==> config.mk <==
export PLATFORM = sky130hd
export DESIGN_NAME = dut
export DESIGN_NICKNAME = d
export VERILOG_FILES = /design/src/rtl/dut_pkg.sv /design/src/rtl/dut_ab_stage.sv /design/src/rtl/dut_cd_stage.sv /design/src/rtl/dut.sv
export SDC_FILE = /design/constraint.sdc
export NUM_CORES = 1
export LEC_CHECK = 0
export ABC_CLOCK_PERIOD_IN_PS = 800
export CAP_MARGIN = 20
export CORE_AREA = 8 8 45 47
export DETAILED_ROUTE_END_ITERATION = 6
export DIE_AREA = 0 0 53 55
export PLACE_DENSITY_LB_ADDON = 0.25
export SLEW_MARGIN = 30
export SYNTH_ARGS = -nofsm -noshare
export SYNTH_HDL_FRONTEND = slang
export SYNTH_HIERARCHICAL = 1
export SYNTH_SLANG_ARGS = --single-unit
==> constraint.sdc <==
create_clock -name clk -period 0.8 [get_ports clk]
set_input_delay 0.16 -clock clk [delete_from_list [all_inputs] [get_ports clk]]
set_output_delay 0.16 -clock clk [all_outputs]
set_load 0.005 [all_outputs]
==> src/rtl/dut_pkg.sv <==
// Shared constants and helpers for the A/B and C/D stages of dut.
package dut_pkg;

    localparam int CNT_W = 4;
    localparam logic [CNT_W-1:0] CNT_MAX = 4'd15;

    // True when a counter value is at its wrap point.
    function automatic logic is_wrap(input logic [CNT_W-1:0] cnt);
        return (cnt == CNT_MAX);
    endfunction

endpackage

==> src/rtl/dut_ab_stage.sv <==
// A/B stage: registers the XOR of the two data inputs.
module ab_stage
    import dut_pkg::*;
(
    input  logic clk,
    input  logic reset,
    input  logic A,
    input  logic E,
    output logic B
);

    // B follows A^E one cycle later; synchronous active-low clear.
    always_ff @(posedge clk) begin
        if (!reset) begin
            B <= 1'b0;
        end else begin
            B <= A ^ E;
        end
    end

endmodule

==> src/rtl/dut_cd_stage.sv <==
// C/D stage: counts cycles with B high and flags each counter wrap.
module cd_stage
    import dut_pkg::*;
(
    input  logic             clk,
    input  logic             reset,
    input  logic             B,
    output logic [CNT_W-1:0] Count,
    output logic             D
);

    // Count advances on the registered B; D pulses on the edge the count wraps to 0.
    always_ff @(posedge clk) begin
        if (!reset) begin
            Count <= '0;
            D     <= 1'b0;
        end else begin
            if (B) begin
                Count <= Count + 4'd1;
            end
            D <= B && is_wrap(Count);
        end
    end

endmodule

==> src/rtl/dut.sv <==
// Top level: optional A/B stage feeding an optional C/D stage.
module dut
    import dut_pkg::*;
#(
    parameter int initA = 1,
    parameter int initC = 1
) (
    input  logic             clk,
    input  logic             reset,
    input  logic             A,
    input  logic             E,
    output logic             B,
    output logic [CNT_W-1:0] Count,
    output logic             D
);

    logic             b_int;
    logic [CNT_W-1:0] count_int;
    logic             d_int;

    if (initA != 0) begin : A_blk
        ab_stage A_mod (
            .clk   (clk),
            .reset (reset),
            .A     (A),
            .E     (E),
            .B     (b_int)
        );
    end else begin : A_off
        // Without the A stage the C/D stage sees a constant-low B.
        assign b_int = 1'b0;
    end

    if (initC != 0) begin : C_blk
        cd_stage C_mod (
            .clk   (clk),
            .reset (reset),
            .B     (b_int),
            .Count (count_int),
            .D     (d_int)
        );
    end else begin : C_off
        assign count_int = '0;
        assign d_int     = 1'b0;
    end

    assign B     = b_int;
    assign Count = count_int;
    assign D     = d_int;

endmodule

==> results of run 1 <==
==> cells in the final DEF (no fill, tap or decap) <==
cell | Yosys | layout
buf_4 | 0 | 6
buf_2 | 0 | 5
dfxtp_2 | 0 | 4
nor2_1 | 3 | 3
buf_6 | 1 | 3
clkbuf_4 | 0 | 3
clkdlybuf4s50_1 | 0 | 3
mux2i_1 | 2 | 2
xor2_1 | 1 | 1
and2_1 | 1 | 1
dfxtp_4 | 0 | 1
dfxtp_1 | 6 | 1
a21bo_1 | 1 | 1
nand3b_1 | 1 | 1
inv_1 | 1 | 1
a21oi_2 | 1 | 1
xnor2_2 | 0 | 1
or2b_1 | 1 | 1
nand2_1 | 1 | 1
nand4_4 | 0 | 1
nand4_1 | 1 | 1
ha_4 | 0 | 1
clkbuf_1 | 0 | 1
==> flip-flops by register name, indices dropped and copies added (netlist names) <==
signal,cells
C_blk.C_mod/D,1
C_blk.C_mod/Count,4
A_blk.A_mod/B,1
==> synth_stat cells <==
master	instances
nand4_2	1
and2_1	1
dfxtp_1	6
nor2_1	3
nand2_1	1
xor2_1	1
or2b_1	1
inv_1	1
nand3b_1	1
a21bo_1	1
nand4_1	1
ha_1	1
xnor2_1	1
buf_6	1
mux2i_1	2
a21oi_2	1
==> cells by family after synthesis <==
logic type	synth area share [%]
AO/OA/AOI/OAI	7.25
XOR/XNOR	6.76
adder cells (fa/ha/maj)	4.83
buffers and inverters	5.80
flip-flops	46.4
multiplexers	7.73
AND/OR/NAND/NOR	21.3
==> critical path, stage by stage, from the launching register on <==
cell	delay (ps)
dfxtp_4	340
buf_6	110
ha_4	150
a21bo_1	170
a21oi_2	110
==> area by class of cell <==
class,instances,area [um2]
Multi-Input combinational cell,16,153
Sequential cell,6,129
Clock buffer,4,26.3
Timing Repair Buffer,17,134
Fill cell,150,918
Tap cell,16,20.0
Inverter,1,3.75
==> where the power goes <==
part	internal (uW)	switching [uW]	leakage, uW
logic	82.5	55.5	0.000154
registers	315	6.98	0.0000513
clock network	190	121	0.0000150
total	587	184	0.000220
==> what timing repair did <==
action	4_1_cts	5_1_grt
endpoints found under the setup margin	11	11
hold endpoints to repair	0	0
resized for setup	29	3
buffers inserted	1	0
pin swaps	3	1
==> metal layers <==
layer | global-route usage (%) | up-vias | part of all wire (%)
met2 | 8.98 | 10 | 53
met3 | 2.41 | 4 | 7.6
met4 | 10.3 | 0 | 5.9
li1 | - | 120 | -
met5 | 0 | - | 0
met1 | 3.34 | 117 | 34
==> per-stage QoR <==
stage / area (um2) / cells
after detailed placement: 428 / 55
final: 465 / 60
after floorplan: 277 / 24
after global placement: 428 / 55
after global routing: 465 / 60
after CTS: 464 / 60
==> final timing paths <==
| path | cells after the start | slack [ps] | endpoint |
|---|---|---|---|
| worst max-delay path | 4 | -150 | C_blk.C_mod/Count[2]$_SDFFE_PN0P_ |
| worst min-delay path | 3 | 600 | C_blk.C_mod/Count[3]$_SDFFE_PN0P_ |
| worst max register to register | 4 | -150 | C_blk.C_mod/Count[2]$_SDFFE_PN0P_ |
| worst min register to register | 3 | 600 | C_blk.C_mod/Count[3]$_SDFFE_PN0P_ |
==> out/metrics.cfg, run 1 <==
[placement]
io_buffers=9
hpwl_um=509
gp_congestion=0.654
pre_cts_ws_ps=-265

[power_and_ir_drop]
cellPowerDensity_mw_per_mm2=1660
finalPower_uw=771
leakage_uw=0.000220
vdd_ir_drop_max_v=0.000608

[worst_setup_path]
crit_fanout=3
required_ps=980
setup.worst_path.start=C_blk.C_mod/Count[0]$_SDFFE_PN0P_
start_kind=register
crit_type=reg2reg
crit_arrival_ps=1130
end_kind=register
r2r-start=C_blk.C_mod/Count[0]$_SDFFE_PN0P_

[floorplanning]
die_h_um=55
die_area_mm2=0.00292
io_pins=10
fp.dieW_um=53
rows=14
start_util_pct=18.7
coreArea_mm2=0.00138

[clock_tree]
cts_sinks=6
ctsHoldBuffers=0
cts.path.max_buffers=2
clock_latency_ps=250
cts_tree=done
h-tree-depth=1
path_clk_slew_ps=50
cts_made_buffers=3
clockRootBuffer=clkbuf_4

[layout]
area_growth_pct=79.7
final_util_pct=33.6
antenna_cells=0
drive_gt1_share_pct=59.1
nets=50

[logic_synthesis]
synth_cell_types=16
synth_area_um2=259
syn-num-nets=29
synth_warnings=6
syn_avg_cell_area_um2=10.8
ys_seq_elements=6
netlist_top_cells_area=dfxtp_1 (46%), mux2i_1 (7.7%), ha_1 (4.8%)
seq_area_frac_synth_pct=46.4
synth.largest_area_cell=dfxtp_1
synthCells=24
synth.top_cell.area_share_pct=46.4

[global_route]
grt_usage_pct=5.52
grt_max_degree=7
antenna_found_initial=0
grt_pass1_vias=280
overflow=0
grt_pass1_wl_um=1040

[detailed_routing]
drcViolationCount=0
drt_first_pass_iters=2
ant_nets=0
via_count=251
routed_wl_um=648
wl_per_cell_um=10.8
viasPerCell=4.18
drtIter0Drc=3

[worst_hold_path]
hold_path.class=in2reg
hold_start=reset

[sta]
timing.hold.ws_ps=597
fin_setup_tns_ps=-721
fin_crit_sh_pct=118
timing.final.max_slew_violations=0
setup_viol=11
period_minus_slack_ps=947
fin_ws_ps=-147
worstMarginPinSlew_ps=127
rsz0062_at_grt=true
fmax_ghz=1.06
relSlewSlack_pct=91.3
hold_violations=0
fin_skew_ps=0.890

[outcome]
violations=setup timing
status=complete, but fails checks

[job]
maxCapViolCount=0

Power figures use the tool's default switching activity.
==> inputs of run 2 (changes only) <==
--- a/config.mk
+++ b/config.mk
@@ -8,6 +8,7 @@
 export ABC_CLOCK_PERIOD_IN_PS = 800
 export CAP_MARGIN = 20
 export CORE_AREA = 8 8 45 47
+export CTS_BUF_LIST = sky130_fd_sc_hd__clkbuf_16
 export DETAILED_ROUTE_END_ITERATION = 6
 export DIE_AREA = 0 0 53 55
 export PLACE_DENSITY_LB_ADDON = 0.25
==> run 2 against run 1 <==
The run still ends with setup timing left. Sequential share of layout area fell by 3.5 points. Power is 68% higher. Worst setup slack better by 3.1 ps. Clock skew is 0.62 ps higher. Non-clock buffer count is 1 higher. Final cell count is 1.7% higher. Sequential power about the same. Combinational power increased by 6%. Clock power rose to 2.6 times the previous value. Worst hold slack improved by 0.61 ps. Flip-flop and latch count unchanged.
==> out/metrics.cfg, run 2 (synthesis results as in run 1) <==
[outcome]
status=complete, but fails checks
violations=setup timing

[job]
maxCapViolCount=0

[power_and_ir_drop]
finalPower_uw=1290
vdd_ir_drop_max_v=0.00127
leakage_uw=0.000254
cellPowerDensity_mw_per_mm2=2430

[floorplanning]
fp.dieW_um=53
die_h_um=55
die_area_mm2=0.00292
rows=14
start_util_pct=18.7
coreArea_mm2=0.00138
io_pins=10

[clock_tree]
cts_tree=done
ctsHoldBuffers=0
clockRootBuffer=clkbuf_16
cts_made_buffers=3
cts_sinks=6
cts.path.max_buffers=2
path_clk_slew_ps=30
clock_latency_ps=230
h-tree-depth=1

[detailed_routing]
via_count=257
wl_per_cell_um=11.2
ant_nets=0
drt_first_pass_iters=2
viasPerCell=4.21
routed_wl_um=686
drcViolationCount=0
drtIter0Drc=2

[worst_setup_path]
crit_family=flip-flops
end_kind=register
start_kind=register
crit_arrival_ps=1100
cp_slowest_cell=dfxtp_4
critical_path_buf_inv_count=1
crit_type=reg2reg
reg2reg_slack_ps=-140
cp_cell_sequence=buf_6 > ha_4 > a21bo_1 > a21oi_2
required_ps=960
critPathMaxStageDelay_ps=330
crit_fanout=3

[layout]
drive_gt1_share_pct=62.2
top_register=C_blk.C_mod/Count
layout_common_cells=buf_4 (7), dfxtp_2 (4), buf_6 (4), buf_2 (4)
final_common_cell=buf_4
nets=51
largest_register_ffs=4
area_growth_pct=105
antenna_cells=0
final_area_um2=532
reg_top3=C_blk.C_mod/Count x4, A_blk.A_mod/B x1, C_blk.C_mod/D x1

[sta]
relSlewSlack_pct=91.3
fin_crit_sh_pct=118
hold_violations=0
fmax_ghz=1.06
worstMarginPinSlew_ps=126
fin_skew_ps=1.51
period_minus_slack_ps=944
fin_ws_ps=-144
timing.hold.ws_ps=598
timing.final.max_slew_violations=0
rsz0062_at_grt=true
setup_viol=10
fin_setup_tns_ps=-677

[global_route]
overflow=0
gr-usage-met2_pct=9.18
grt_use_met1_pct=3.49
grt_max_degree=7
antenna_found_initial=0
grt-busiest-layer=met4
grt_usage_pct=6.12
grt_pass1_vias=286
met3_usage_pct=2.41
grt_pass1_wl_um=1080

[placement]
io_buffers=9
placed_cell_area_um2=428
gp_congestion=0.654
pre_cts_ws_ps=-265
hpwl_um=509

[worst_hold_path]
hold_path.class=reg2reg

-- run 2: routing by layer --
| metal | routed length, um | share of wire, % |
|---|---|---|
| met5 | 0 | 0 |
| met2 | 339 | 49 |
| met3 | 46 | 6.7 |
| met4 | 74 | 11 |
| met1 | 226 | 33 |
-- run 2: final cells by class --
type	instances	area (um2)
Multi-Input combinational cell	16	153
Inverter	1	3.75
Clock buffer	3	75.1
Timing Repair Buffer	18	148
Sequential cell	6	129
Tap cell	16	20.0
Fill cell	141	852
Clock inverter	1	3.75
-- run 2: final timing paths --
path | cells past startpoint | endpoint | start
setup reg to reg | 4 | C_blk.C_mod/Count[2]$_SDFFE_PN0P_ | C_blk.C_mod/Count[0]$_SDFFE_PN0P_
hold reg to reg | 3 | C_blk.C_mod/D$_SDFF_PN0_ | C_blk.C_mod/Count[3]$_SDFFE_PN0P_
hold / removal | 3 | C_blk.C_mod/D$_SDFF_PN0_ | C_blk.C_mod/Count[3]$_SDFFE_PN0P_
setup / recovery | 4 | C_blk.C_mod/Count[2]$_SDFFE_PN0P_ | C_blk.C_mod/Count[0]$_SDFFE_PN0P_
-- run 2: timing repair --
item,CTS,global route
endpoints found under the setup margin,11,11
pin swaps,3,1
buffers inserted,1,1
resized for setup,29,5
-- run 2: power breakdown --
part	leakage (uW)	switching, uW	internal, uW	total (uW)
clock network	0.0000423	176	648	824
logic	0.000160	57.3	88.7	146
registers	0.0000513	6.96	316	323
total	0.000254	240	1050	1290
-- run 2: worst register-to-register path, stage by stage, from the launching register on --
cell,delay [ps]
dfxtp_4,330
buf_6,110
ha_4,150
a21bo_1,170
a21oi_2,110
-- run 2: per-stage QoR --
step / util (%) / cells
finish: 38.4 / 61
global route: 38.4 / 61
CTS: 37.3 / 60
detailed placement: 30.9 / 55
global placement: 30.9 / 55
floorplan: - / 24
